--- src/rtl/mem_access_pkg.sv ---
// ----------------------------------------------------------------------------
// mem_access_pkg
// Shared definitions for the RV32I load/store unit: funct3 width decoding,
// AXI response codes, FSM state encodings and small alignment helpers.
// Imported by mem_access and mem_access_align.
// ----------------------------------------------------------------------------
package mem_access_pkg;

    // funct3 codes that select a sub-word access; every other code is a word.
    localparam logic [2:0] F3_LB  = 3'b000;
    localparam logic [2:0] F3_LH  = 3'b001;
    localparam logic [2:0] F3_LBU = 3'b100;
    localparam logic [2:0] F3_LHU = 3'b101;

    // Any response other than OKAY is reported as an error.
    localparam logic [1:0] RESP_OKAY = 2'b00;

    // FSM state encodings.
    localparam logic [2:0] ST_IDLE    = 3'd0;
    localparam logic [2:0] ST_RD_ADDR = 3'd1;
    localparam logic [2:0] ST_RD_DATA = 3'd2;
    localparam logic [2:0] ST_WR_REQ  = 3'd3;
    localparam logic [2:0] ST_WR_RESP = 3'd4;
    localparam logic [2:0] ST_DONE    = 3'd5;

    typedef enum logic [1:0] {
        SZ_BYTE,
        SZ_HALF,
        SZ_WORD
    } acc_size_t;

    // Illegal funct3 codes (011, 110, 111) fall into the word case.
    function automatic acc_size_t f3_size(input logic [2:0] f3);
        case (f3)
            F3_LB, F3_LBU: return SZ_BYTE;
            F3_LH, F3_LHU: return SZ_HALF;
            default:       return SZ_WORD;
        endcase
    endfunction

    // Byte offset forced to the natural alignment of the access size.
    function automatic logic [1:0] align_offset(input acc_size_t sz, input logic [1:0] a);
        case (sz)
            SZ_BYTE: return a;
            SZ_HALF: return {a[1], 1'b0};
            default: return 2'b00;
        endcase
    endfunction

    function automatic logic is_misaligned(input logic [2:0] f3, input logic [1:0] a);
        return align_offset(f3_size(f3), a) != a;
    endfunction

endpackage

--- src/rtl/mem_access_align.sv ---
// ----------------------------------------------------------------------------
// mem_access_align
// Combinational data steering for the load/store unit.
//   i_funct3  : RV32I funct3 of the access
//   i_offset  : byte address bits [1:0] (cleared to natural alignment here)
//   i_wdata   : rs2 value for stores
//   i_rdata   : raw 32-bit word returned by the bus for loads
//   o_wstrb   : byte strobes for the store
//   o_wdata   : store data replicated across all candidate lanes
//   o_rdata   : load data shifted down and sign/zero-extended
// ----------------------------------------------------------------------------
module mem_access_align
    import mem_access_pkg::*;
(
    input  logic [2:0]  i_funct3,
    input  logic [1:0]  i_offset,
    input  logic [31:0] i_wdata,
    input  logic [31:0] i_rdata,
    output logic [3:0]  o_wstrb,
    output logic [31:0] o_wdata,
    output logic [31:0] o_rdata
);

    acc_size_t   w_size;
    logic [1:0]  w_a;
    logic        w_signed;
    logic [31:0] w_shifted;

    assign w_size    = f3_size(i_funct3);
    assign w_a       = align_offset(w_size, i_offset);
    assign w_signed  = ~i_funct3[2];
    assign w_shifted = i_rdata >> {w_a, 3'b000};

    always_comb begin
        // NOTE: every output gets a default first so no path leaves one unassigned (no latch).
        o_wstrb = 4'b1111;
        o_wdata = i_wdata;
        o_rdata = w_shifted;
        case (w_size)
            SZ_BYTE: begin
                o_wstrb = 4'b0001 << w_a;
                o_wdata = {4{i_wdata[7:0]}};
                o_rdata = {{24{w_signed & w_shifted[7]}}, w_shifted[7:0]};
            end
            SZ_HALF: begin
                o_wstrb = 4'b0011 << w_a;
                o_wdata = {2{i_wdata[15:0]}};
                o_rdata = {{16{w_signed & w_shifted[15]}}, w_shifted[15:0]};
            end
            default: ;
        endcase
    end

endmodule

--- src/rtl/mem_access.sv ---
// ----------------------------------------------------------------------------
// mem_access
// Load/store unit of the RV32I core. Each request from execute becomes one
// single-beat AXI4 transaction; the extended result goes back to writeback.
//   CLK, RST         : clock, synchronous active-high reset
//   REQ_*            : request from execute (valid, store, funct3, addr, wdata, rd)
//   MEM_WAIT         : combinational stall to the core
//   RES_*            : one-cycle result pulse (valid, data, rd, err)
//   M_AXI_AW/W/B/AR/R: AXI4 master data port
// Build option: define MEM_MISALIGN_TRAP_EN to report misaligned accesses as
// errors without a bus transaction; otherwise low address bits are cleared.
// ----------------------------------------------------------------------------
module mem_access
    import mem_access_pkg::*;
#(
    parameter int C_M_AXI_THREAD_ID_WIDTH = 1,
    parameter int C_M_AXI_ADDR_WIDTH      = 32,
    parameter int C_M_AXI_DATA_WIDTH      = 32,
    parameter int C_M_AXI_AWUSER_WIDTH    = 1,
    parameter int C_M_AXI_ARUSER_WIDTH    = 1,
    parameter int C_M_AXI_WUSER_WIDTH     = 4
) (
    input  logic                               CLK,
    input  logic                               RST,
    input  logic                               REQ_VALID,
    input  logic                               REQ_STORE,
    input  logic [2:0]                         REQ_FUNCT3,
    input  logic [31:0]                        REQ_ADDR,
    input  logic [31:0]                        REQ_WDATA,
    input  logic [4:0]                         REQ_RD,
    output logic                               MEM_WAIT,
    output logic                               RES_VALID,
    output logic [31:0]                        RES_DATA,
    output logic [4:0]                         RES_RD,
    output logic                               RES_ERR,
    output logic [C_M_AXI_THREAD_ID_WIDTH-1:0] M_AXI_AWID,
    output logic [C_M_AXI_ADDR_WIDTH-1:0]      M_AXI_AWADDR,
    output logic [7:0]                         M_AXI_AWLEN,
    output logic [2:0]                         M_AXI_AWSIZE,
    output logic [1:0]                         M_AXI_AWBURST,
    output logic                               M_AXI_AWLOCK,
    output logic [3:0]                         M_AXI_AWCACHE,
    output logic [2:0]                         M_AXI_AWPROT,
    output logic [3:0]                         M_AXI_AWQOS,
    output logic [C_M_AXI_AWUSER_WIDTH-1:0]    M_AXI_AWUSER,
    output logic                               M_AXI_AWVALID,
    input  logic                               M_AXI_AWREADY,
    output logic [C_M_AXI_DATA_WIDTH-1:0]      M_AXI_WDATA,
    output logic [C_M_AXI_DATA_WIDTH/8-1:0]    M_AXI_WSTRB,
    output logic                               M_AXI_WLAST,
    output logic [C_M_AXI_WUSER_WIDTH-1:0]     M_AXI_WUSER,
    output logic                               M_AXI_WVALID,
    input  logic                               M_AXI_WREADY,
    input  logic [C_M_AXI_THREAD_ID_WIDTH-1:0] M_AXI_BID,
    input  logic [1:0]                         M_AXI_BRESP,
    input  logic                               M_AXI_BVALID,
    output logic                               M_AXI_BREADY,
    output logic [C_M_AXI_THREAD_ID_WIDTH-1:0] M_AXI_ARID,
    output logic [C_M_AXI_ADDR_WIDTH-1:0]      M_AXI_ARADDR,
    output logic [7:0]                         M_AXI_ARLEN,
    output logic [2:0]                         M_AXI_ARSIZE,
    output logic [1:0]                         M_AXI_ARBURST,
    output logic                               M_AXI_ARLOCK,
    output logic [3:0]                         M_AXI_ARCACHE,
    output logic [2:0]                         M_AXI_ARPROT,
    output logic [3:0]                         M_AXI_ARQOS,
    output logic [C_M_AXI_ARUSER_WIDTH-1:0]    M_AXI_ARUSER,
    output logic                               M_AXI_ARVALID,
    input  logic                               M_AXI_ARREADY,
    input  logic [C_M_AXI_THREAD_ID_WIDTH-1:0] M_AXI_RID,
    input  logic [C_M_AXI_DATA_WIDTH-1:0]      M_AXI_RDATA,
    input  logic [1:0]                         M_AXI_RRESP,
    input  logic                               M_AXI_RLAST,
    input  logic                               M_AXI_RVALID,
    output logic                               M_AXI_RREADY
);

    logic [2:0]  r_state;
    logic        r_aw_pend;
    logic        r_w_pend;
    logic        r_res_valid;
    logic        r_res_err;
    logic [31:0] r_res_data;
    logic [4:0]  r_res_rd;

    logic [2:0]  r_funct3;
    logic [31:0] r_addr;
    logic [31:0] r_wdata;
    logic [4:0]  r_rd;

    logic        w_accept;
    logic        w_aw_done;
    logic        w_w_done;
    logic [3:0]  w_wstrb;
    logic [31:0] w_wdata;
    logic [31:0] w_rdata_ext;
    logic        w_unused;

    // The guard keeps the request still presented during DONE from being
    // taken a second time.
    assign w_accept = REQ_VALID & ~r_res_valid;
    // A write channel is finished once accepted earlier or accepted this cycle.
    assign w_aw_done = ~r_aw_pend | M_AXI_AWREADY;
    assign w_w_done  = ~r_w_pend  | M_AXI_WREADY;

    mem_access_align u_align (
        .i_funct3 (r_funct3),
        .i_offset (r_addr[1:0]),
        .i_wdata  (r_wdata),
        .i_rdata  (M_AXI_RDATA),
        .o_wstrb  (w_wstrb),
        .o_wdata  (w_wdata),
        .o_rdata  (w_rdata_ext)
    );

    always_ff @(posedge CLK) begin
        // NOTE: state registers use non-blocking assignments so every block sees pre-edge values.
        if (RST) begin
            r_state     <= ST_IDLE;
            r_aw_pend   <= 1'b0;
            r_w_pend    <= 1'b0;
            r_res_valid <= 1'b0;
            r_res_err   <= 1'b0;
            r_res_data  <= '0;
            r_res_rd    <= '0;
        end else begin
            // Result registers pulse only on the transition into DONE.
            r_res_valid <= 1'b0;
            r_res_err   <= 1'b0;
            r_res_data  <= '0;
            r_res_rd    <= '0;
            case (r_state)
                ST_IDLE: begin
                    if (w_accept) begin
`ifdef MEM_MISALIGN_TRAP_EN
                        if (is_misaligned(REQ_FUNCT3, REQ_ADDR[1:0])) begin
                            r_state     <= ST_DONE;
                            r_res_valid <= 1'b1;
                            r_res_err   <= 1'b1;
                            r_res_data  <= REQ_ADDR;
                            r_res_rd    <= REQ_STORE ? 5'd0 : REQ_RD;
                        end else
`endif
                        if (REQ_STORE) begin
                            r_state   <= ST_WR_REQ;
                            r_aw_pend <= 1'b1;
                            r_w_pend  <= 1'b1;
                        end else begin
                            r_state <= ST_RD_ADDR;
                        end
                    end
                end
                ST_RD_ADDR: begin
                    if (M_AXI_ARREADY) r_state <= ST_RD_DATA;
                end
                ST_RD_DATA: begin
                    if (M_AXI_RVALID) begin
                        r_state     <= ST_DONE;
                        r_res_valid <= 1'b1;
                        r_res_rd    <= r_rd;
                        if (M_AXI_RRESP != RESP_OKAY) r_res_err  <= 1'b1;
                        else                          r_res_data <= w_rdata_ext;
                    end
                end
                ST_WR_REQ: begin
                    if (M_AXI_AWREADY) r_aw_pend <= 1'b0;
                    if (M_AXI_WREADY)  r_w_pend  <= 1'b0;
                    if (w_aw_done && w_w_done) r_state <= ST_WR_RESP;
                end
                ST_WR_RESP: begin
                    if (M_AXI_BVALID) begin
                        r_state     <= ST_DONE;
                        r_res_valid <= 1'b1;
                        r_res_err   <= (M_AXI_BRESP != RESP_OKAY);
                    end
                end
                default: r_state <= ST_IDLE;
            endcase
        end
    end

    // NOTE: request holding registers carry no reset; they are always loaded before being read.
    always_ff @(posedge CLK) begin
        if (r_state == ST_IDLE && w_accept) begin
            r_funct3 <= REQ_FUNCT3;
            r_addr   <= REQ_ADDR;
            r_wdata  <= REQ_WDATA;
            r_rd     <= REQ_RD;
        end
    end

    assign MEM_WAIT  = w_accept;
    assign RES_VALID = r_res_valid;
    assign RES_DATA  = r_res_data;
    assign RES_RD    = r_res_rd;
    assign RES_ERR   = r_res_err;

    assign M_AXI_AWID    = '0;
    assign M_AXI_AWADDR  = {r_addr[31:2], 2'b00};
    assign M_AXI_AWLEN   = 8'd0;
    assign M_AXI_AWSIZE  = 3'b010;
    assign M_AXI_AWBURST = 2'b01;
    assign M_AXI_AWLOCK  = 1'b0;
    assign M_AXI_AWCACHE = 4'b0011;
    assign M_AXI_AWPROT  = 3'b000;
    assign M_AXI_AWQOS   = 4'd0;
    assign M_AXI_AWUSER  = '0;
    assign M_AXI_AWVALID = r_aw_pend;

    assign M_AXI_WDATA   = w_wdata;
    assign M_AXI_WSTRB   = w_wstrb;
    assign M_AXI_WLAST   = r_w_pend;
    assign M_AXI_WUSER   = '0;
    assign M_AXI_WVALID  = r_w_pend;

    assign M_AXI_BREADY  = (r_state == ST_WR_RESP);

    assign M_AXI_ARID    = '0;
    assign M_AXI_ARADDR  = {r_addr[31:2], 2'b00};
    assign M_AXI_ARLEN   = 8'd0;
    assign M_AXI_ARSIZE  = 3'b010;
    assign M_AXI_ARBURST = 2'b01;
    assign M_AXI_ARLOCK  = 1'b0;
    assign M_AXI_ARCACHE = 4'b0011;
    assign M_AXI_ARPROT  = 3'b000;
    assign M_AXI_ARQOS   = 4'd0;
    assign M_AXI_ARUSER  = '0;
    assign M_AXI_ARVALID = (r_state == ST_RD_ADDR);

    assign M_AXI_RREADY  = (r_state == ST_RD_DATA);

    // Single outstanding transaction: IDs and RLAST carry no information.
    assign w_unused = &{1'b0, M_AXI_BID, M_AXI_RID, M_AXI_RLAST};

endmodule
--- config.mk ---
export PLATFORM = sky130hd
export DESIGN_NAME = mem_access
export DESIGN_NICKNAME = d
export VERILOG_FILES = /design/src/rtl/mem_access_pkg.sv /design/src/rtl/mem_access_align.sv /design/src/rtl/mem_access.sv
export SDC_FILE = /design/constraint.sdc
export NUM_CORES = 1
export LEC_CHECK = 0
export ABC_AREA = 0
export BUFFER_PORTS_ARGS = -buffer_cell sky130_fd_sc_hd__buf_2
export CELL_PAD_IN_SITES_DETAIL_PLACEMENT = 0
export CELL_PAD_IN_SITES_GLOBAL_PLACEMENT = 1
export CORE_UTILIZATION = 34
export CTS_CLUSTER_DIAMETER = 60
export DETAILED_ROUTE_END_ITERATION = 8
export PLACE_DENSITY = 0.95
export SLEW_MARGIN = 10
export SYNTH_ARGS = -nofsm -noshare
export SYNTH_HDL_FRONTEND = slang
export SYNTH_SLANG_ARGS = --single-unit
--- constraint.sdc ---
create_clock -name CLK -period 24.2 [get_ports CLK]
set_clock_uncertainty 0.1 [all_clocks]
set_input_delay 2.42 -clock CLK [delete_from_list [all_inputs] [get_ports CLK]]
set_output_delay 2.42 -clock CLK [all_outputs]
set_load 0.1 [all_outputs]
# Yosys cells after proc, flatten, opt, wreduce, memory -nomap -nowiden

Index checks and enable logic that the tools add are counted.

Bits in registers: 116
Latch bits: 0
Memory bits (writable): 0
ROM bits: 0
Bits of input ports: 120
Output and inout bits: 204
Word-level logic and storage cells: 81
Memories kept: 0

$add $sub $neg: 0
Multiply operators: 0
Div/mod/pow operators: 0
Order comparisons: 0
Equal/unequal tests: 16
Shift operators: 3
Muxes and demuxes: 25
Bitwise gates (word level): 11
Reductions and logical operators: 15

Operator list:

| cell                                                               | count |
|---|---|
| 32-bit case mux with 2 select lines                                | 2 |
| 32-bit by 5-bit >> shifter with 32-bit output                      | 1 |
| 3-bit two-way mux                                                  | 5 |
| 3-bit case mux with 5 select lines                                 | 1 |
| 2-bit inequality test (second input constant)                      | 7 |
| 3-bit == test (second input constant)                              | 3 |
| 1-bit two-way mux                                                  | 9 |
| 1-bit case mux with 2 select lines                                 | 4 |
| 2-bit case mux with 2 select lines                                 | 2 |
| 4-bit case mux with 2 select lines                                 | 1 |
| 4-bit AND reduction                                                | 2 |
| 3-bit by 1-bit == test with 1-bit output (second input constant)   | 2 |
| 3-bit by 2-bit == test with 1-bit output (second input constant)   | 2 |
| 3-bit zero test                                                    | 2 |
| 1-bit inverter                                                     | 6 |
| 2-bit nonzero test                                                 | 3 |
| 5-bit AND reduction                                                | 1 |
| 2-bit OR reduction                                                 | 2 |
| 4-bit OR reduction                                                 | 1 |
| 1-bit by 2-bit << shifter with 4-bit output (first input constant) | 1 |
| 2-bit by 2-bit << shifter with 4-bit output (first input constant) | 1 |
| 1-bit bitwise AND                                                  | 3 |
| 3-bit OR reduction                                                 | 1 |
| 2-bit by 1-bit == test with 1-bit output (second input constant)   | 1 |
| 5 further kinds                                                    | 7 |

# Longest topological paths before layout

Gate-level depths: netlist of run 1.

Word-level depth: 8
Depth in mapped cells: 8
Depth with buffers taken out: 5

# Hierarchy

From an unflattened synthesis of run 1, not the netlist that was laid out.

Cell total of the unflattened synthesis: 468
Area, all modules: 5,601.6 um2

Modules (own cells, without submodules):

| module           | instances | cells each | area an instance (um2) | sequential area each (um2) |
|---|---|---|---|---|
| mem_access       | 1         | 325        | 4,480.5                | 3,042.9 |
| mem_access_align | 1         | 143        | 1,121.1                | 0.0 |

# Worst setup path after synthesis of run 1

Ideal clock, no wire load.

Kind: input -> register
From: in REQ_VALID
To: reg r_addr[0], enable pin
Library setup time: 0.679 ns
Arrival time: 9.325 ns
Data required time: 23.421 ns
Setup slack: 14.096 ns
Cell stages on the path: 2
Buffers on the path: 0
Cells stage by stage: nand2b_1 -> nor4_1

Word-level cells in the longest chain between the ends: 2

RTL lines:

| what                 | line              | source |
|---|---|---|
| start, declared      | mem_access.sv:25  | `input logic REQ_VALID,` |
| 1-bit bitwise AND    | mem_access.sv:101 | `assign w_accept = REQ_VALID & ~r_res_valid;` |
| 1-bit logical AND    | mem_access.sv:184 | `if (r_state == ST_IDLE && w_accept) begin` |
| end signal, assigned | mem_access.sv:186 | `r_addr <= REQ_ADDR;` |
| end, declared        | mem_access.sv:87  | `logic [31:0] r_addr;` |

Every way passes these cells.
A chain may end at the register's enable or synchronous reset.

# Worst setup path in the final report of run 1

From: in REQ_VALID
To: out MEM_WAIT

Word-level cells in the longest chain between the ends: 1

RTL lines:

| what              | line              | source |
|---|---|---|
| 1-bit bitwise AND | mem_access.sv:101 |  |
| end, declared     | mem_access.sv:31  | `output logic MEM_WAIT,` |

Every way passes these cells.

==> results of run 1 <==
## area by class of cell
| type | count | area, um^2 | share of cell area |
|---|---|---|---|
| antenna | 1 | 2.50 | 0.000369 |
| clock buffer | 24 | 526 | 0.0775 |
| clock inverter | 8 | 92.6 | 0.0137 |
| inverter | 4 | 15.0 | 0.00221 |
| multi-input combinational | 251 | 1510 | 0.223 |
| sequential | 116 | 3040 | 0.449 |
| tap | 211 | 264 | 0.0389 |
| timing repair buffer | 263 | 1330 | 0.196 |
## flip-flops by register name (all words and copies together), names as in the netlist, 3 cells and up
register  count
r_wdata      32
RES_DATA     32
RES_RD        5
r_rd          5
r_funct3      3
r_addr       32
r_state       3
## layer usage
metal  up-vias  global-route usage  share of wire
li1       1784                   -              -
met1      1781               0.178           0.40
met2       194               0.259           0.50
met3        22              0.0576          0.075
met4         0              0.0547          0.018
met5         -                   0              0
## cells by family after synthesis
group           share of synthesized area
other cells                       0.00139
mux                                0.0811
compound gates                     0.0547
buf+inv                             0.201
simple gates                       0.0989
flops                               0.563
## worst max-delay path, cell delays in order
cell and delay [ps]:
buf_2 70, nand2b_1 120, inv_1 70, buf_2 420
## synthesized netlist by cell type (3+ instances only)
cell type  instances  share of area
nand2b_1           6         0.0069
inv_1              4         0.0028
edfxtp_1          72           0.40
o21ai_0           10         0.0093
nor4_1             3         0.0035
clkbuf_1          11         0.0076
mux2_2             4         0.0083
nand2_1           52          0.036
a311oi_1           3         0.0049
buf_2              3         0.0028
nor2b_1           12          0.014
mux2_1            12          0.025
a21oi_1           12          0.011
dfxtp_1           44           0.16
mux2i_1           10          0.019
mux4_2             7          0.029
buf_4            133           0.18
and3_1             6         0.0069
nor2_1            23          0.016
o221ai_1           7          0.011
## worst paths after layout
kind	to	slack (ps)	depth (start not counted)
min reg2reg	RES_RD[1]	370	1
min	RES_RD[1]	370	1
max	MEM_WAIT	18570	4
max reg2reg	RES_DATA[24]	21380	5
## metrics by stage
stage | instance area (um^2) | worst slack [ps] | util | hold WS (ps)
after floorplan | 5630 | 14100 | - | 351
after global placement | 6160 | 18570 | 0.401 | 353
after detailed placement | 6160 | 18570 | 0.401 | 362
after CTS | 6780 | 18570 | 0.441 | 375
after global routing | 6780 | 18520 | 0.441 | 397
final | 6780 | 18570 | 0.441 | 373
==> impl_results.md, run 1 <==
- Result of the run: finished clean
- Post-CTS setup buffers: 0
- Most common cell after layout, fill and taps aside: buf_2
- Count of port buffers added during placement: 258
- Slew at the pin closest to its max-slew limit: 1040 ps
- Number of synthesized flops with an enable pin: 72
- Fraction of final layout cells sized beyond drive strength 1: 0.459
- Number of detailed-route iterations in the first pass: 4
- GRT overflow: 0
- Number of buffers inserted for hold repair after clock tree synthesis: 0
- Fraction of registers with async set or reset after synthesis: 0
- Clock latency on the worst-skew pair: 400 ps
- Clock buffers created by TritonCTS: 17
- Number of H-tree levels: 4
- Worst setup SP type: primary input
- Fillers: 1,468
- I/O pin cnt: 324
- DR WL/cell: 14.8 um
- Data arrival time of the worst path: 3110 ps
- Flops & latches, synth: 116
- Hold_sp: r_rd[1]
- Number of instances resized during post-cts repair: 0
- Starting utilization of the core area: 0.351
- Max Freq: 178 MHz
- Category of the worst setup path capture point: output port
- Count of warnings emitted by yosys: 0
- Cell Count, Final, Fillers Out: 878
- Via-per-instance ratio: 4.31
- Number of hold-slack violations in the final timing report: 0
- RSZ-0062 raised after global routing: no
- Period utilisation layout: 0.232
- Maximum Capacitance Violations: 0
- Path category of the worst min-delay check: flop to flop
- Total instance count after detailed placement: 845
- Post-synthesis average cell area: 11.7 um^2
- Main flop type after synthesis: edfxtp_1
- Critical Path RT: 21,680 ps
- Total of endpoints with negative setup slack in the final report: 0
- Number of global-route vias before repair: 3,424
- Die span in y: 128 um
- Part of the Yosys area used for sequential elements: 0.563
- Final number of max-transition violations: 0
- Cell Area, Synth: 0.00540 mm^2
- Final estimated routing congestion in global placement: 0.785
- Netlist cell types: 41
- Vias after detailed routing: 3,781
- CTS sink cnt: 116
- Post-detailed-placement half-perimeter wirelength: 9.73 mm
- Floorplan die width: 128 um
- Area growth from synthesis to final layout: 25.5%
- Clock slew at the register clock pins of the worst setup and hold paths: 50 ps
- Launch point of the worst path: REQ_VALID
- Maximum number of pins on one net before global-route repair: 70
- DRC violations left: 0
- Count of nets after finishing: 773
- Worst-case clock buffer depth: 2
- Synthesized instance count: 460
- Min cycle time layout: 5630 ps
- TritonCTS clock tree: done
- Standard cell core area: 0.0154 mm^2
- Global-route usage over all layers: 0.153
- Sum of negative setup slack: 0 ps
- Number of placement rows: 45
- Highest-count cells in the layout ignoring fill and taps: buf_2 (258), edfxtp_1 (72), conb_1 (62)
- Critical R2R Launch: r_state[0]
- Post-route ant nets: 0
- Drt initial violations: 150
- Max_slew headroom: 0.302
- Global-route wire length before repair: 18.5 mm
- Antenna violations before repair: 1
- Critical path class: primary input to output port
- Detailed-route wire length: 13.0 mm
- Area of the die: 0.0164 mm^2
- Clk root buf: clkbuf_16
- Largest fanout on the critical path: 4
Power of run 1 is not shown: default switching activity piles up to over one toggle a cycle in this logic, so the estimate is an artifact.
==> run 2: changes to the inputs <==
- CORE_UTILIZATION: 34 -> 32
- PLACE_DENSITY: 0.95 -> 0.91
- clock period: 24.2 -> 5.8 ns (I/O delays scaled with it)
==> run 2 against run 1 <==
Against the previous run:
- final cell count grew 0.80%
- sequential share of layout area shrank 0.058 points
- critical path depth is the same
- worst hold slack lost 130 ps
- wire length shrank 0.23%
- via count grew 0.37%
- global-route usage shrank 0.49 points
- core utilization shrank 3.0 points
- clock-buffer cell count shrank 5
==> impl_results.md, run 2 (synthesized netlist as in run 1, its figures left out) <==
- Result of the run: finished clean
- Count of nets after finishing: 772 (-0.13%)
- Number of hold-slack violations in the final timing report: 0 (unchanged)
- Worst slack on hold paths: 238 ps (-134 ps)
- Path category of the worst min-delay check: primary input to flop
- Post-CTS setup buffers: 0 (unchanged)
- Path depth of the worst reg2reg path: 5 (unchanged)
- Post-detailed-placement half-perimeter wirelength: 9.57 mm (-1.6%)
- Dpl cell area: 0.00617 mm^2 (+0.20%)
- Die span in y: 132 um (+3.0%)
- Clock slew at the register clock pins of the worst setup and hold paths: 60 ps (about the same)
- Antenna diode count: 0 (-1)
- Final core utilization: 0.411 (-0.0303)
- Final estimated routing congestion in global placement: 0.817 (+4.0%)
- Area of the die: 0.0174 mm^2 (+6.2%)
- Post-route ant nets: 0 (unchanged)
- TritonCTS clock tree: done
- Number of global-route vias before repair: 3,550 (+3.7%)
- Drt initial violations: 164 (+9.3%)
- Final number of max-transition violations: 0 (unchanged)
- Number of buffers inserted for hold repair after clock tree synthesis: 0 (unchanged)
- Largest fanout on the critical path: 43 (+39)
- Min cycle time layout: 3370 ps
- Data arrival time of the worst path: 2690 ps (-420 ps)
- Maximum Capacitance Violations: 0 (unchanged)
- End point of the most critical hold path: r_addr[26]
- Reg-to-reg slack, setup: 3000 ps (-18,380 ps)
- Worst-case clock buffer depth: 2 (unchanged)
- Critical R2R Launch: r_state[0]
- I/O pin cnt: 324 (unchanged)
- DR WL/cell: 14.7 um (-1.0%)
- Total of endpoints with negative setup slack in the final report: 0 (unchanged)
- Endpoint of the most critical register-to-register path: RES_DATA[24]
- Clock latency on the worst-skew pair: 410 ps (about the same)
- Category of the worst setup path capture point: output port
- Critical Path RT: 5120 ps (-16,560 ps)
- Maximum number of pins on one net before global-route repair: 73 (+4.3%)
- Finished Cell Area: 0.00679 mm^2 (+0.13%)
- GRT overflow: 0 (unchanged)
- Max Freq: 297 MHz
- Count of port buffers added during placement: 258 (unchanged)
- Fillers: 1,587 (+8.1%)
- Sum of negative setup slack: 0 ps (unchanged)
- Slew at the pin closest to its max-slew limit: 1130 ps (+87.5 ps)
- Number of placement rows: 47 (+4.4%)
- Period utilisation layout: 0.580
- Vias after detailed routing: 3,795 (+0.37%)
- Clock buffers created by TritonCTS: 17 (unchanged)
- CTS sink cnt: 116 (unchanged)
- Max_slew headroom: 0.244 (-0.0585)
- Via-per-instance ratio: 4.29 (-0.42%)
- RSZ-0062 raised after global routing: no
- Number of instances resized during post-cts repair: 0 (unchanged)
- Fraction of final layout cells sized beyond drive strength 1: 0.462 (+0.00219)
- Area growth from synthesis to final layout: 25.7%
- Highest-count cells in the layout ignoring fill and taps: buf_2 (258), edfxtp_1 (72), conb_1 (62)
- Critical path class: flop to output port
- DRC violations left: 0 (unchanged)
- Number of detailed-route iterations in the first pass: 4 (unchanged)
- Worst setup SP type: flop
- Worst Hold Depth: 1 (unchanged)
- Standard cell core area: 0.0165 mm^2 (+7.5%)
- Detailed-route wire length: 13.0 mm (-0.23%)
- Hold_sp: REQ_ADDR[26]
- Most common cell after layout, fill and taps aside: buf_2
- Global-route usage over all layers: 0.148 (-0.00491)
- Floorplan die width: 132 um (+3.0%)
- Starting utilization of the core area: 0.327 (-0.0245)
- Clk root buf: clkbuf_16
- Global-route wire length before repair: 19.3 mm (+4.5%)
- Antenna violations before repair: 0 (-1)
- Number of H-tree levels: 4 (unchanged)
-- run 2: cell type report --
cell class | count | area [um^2] | share of cell area
inverter | 4 | 15.0 | 0.00221
multi-input combinational | 251 | 1520 | 0.224
sequential | 116 | 3040 | 0.448
timing repair buffer | 262 | 1320 | 0.195
tap | 220 | 275 | 0.0405
clock buffer | 19 | 433 | 0.0637
clock inverter | 13 | 184 | 0.0271
-- run 2: worst max-delay path by stage --
| stage | startpoint | endpoint | slack (ps) | cells past startpoint |
|---|---|---|---|---|
| 2_1_floorplan | RES_VALID | r_addr[0] | 290 | 2 |
| 3_3_place_gp | r_funct3[1] | M_AXI_WDATA[13] | 2840 | 4 |
| 3_5_place_dp | r_funct3[1] | M_AXI_WDATA[15] | 2810 | 4 |
| 4_1_cts | r_funct3[1] | M_AXI_WDATA[15] | 2360 | 4 |
| 5_1_grt | r_funct3[1] | M_AXI_WDATA[13] | 2230 | 4 |
| 6_report | r_funct3[1] | M_AXI_WDATA[13] | 2430 | 4 |
-- run 2: critical path, cell delays in order (launching register included) --
cell      delay [ps]
edfxtp_1         350
buf_4            290
nor2_1           920
mux2_1           270
buf_2            430
-- run 2: through the flow --
step	setup slack, ps	cells
2_1_floorplan	290	520
3_3_place_gp	2840	853
3_5_place_dp	2810	853
4_1_cts	2360	885
5_1_grt	2230	885
6_report	2430	885
-- run 2: layer usage --
layer / global-route usage / share of wire / up-vias / wire [um]
met1: 0.177 / 0.41 / 1805 / 5370
met4: 0.0678 / 0.020 / 0 / 264
li1: - / - / 1787 / -
met5: 0 / 0 / - / 0
met2: 0.242 / 0.49 / 185 / 6420
met3: 0.0500 / 0.071 / 18 / 924
Power of run 2 is left out for the same reason.
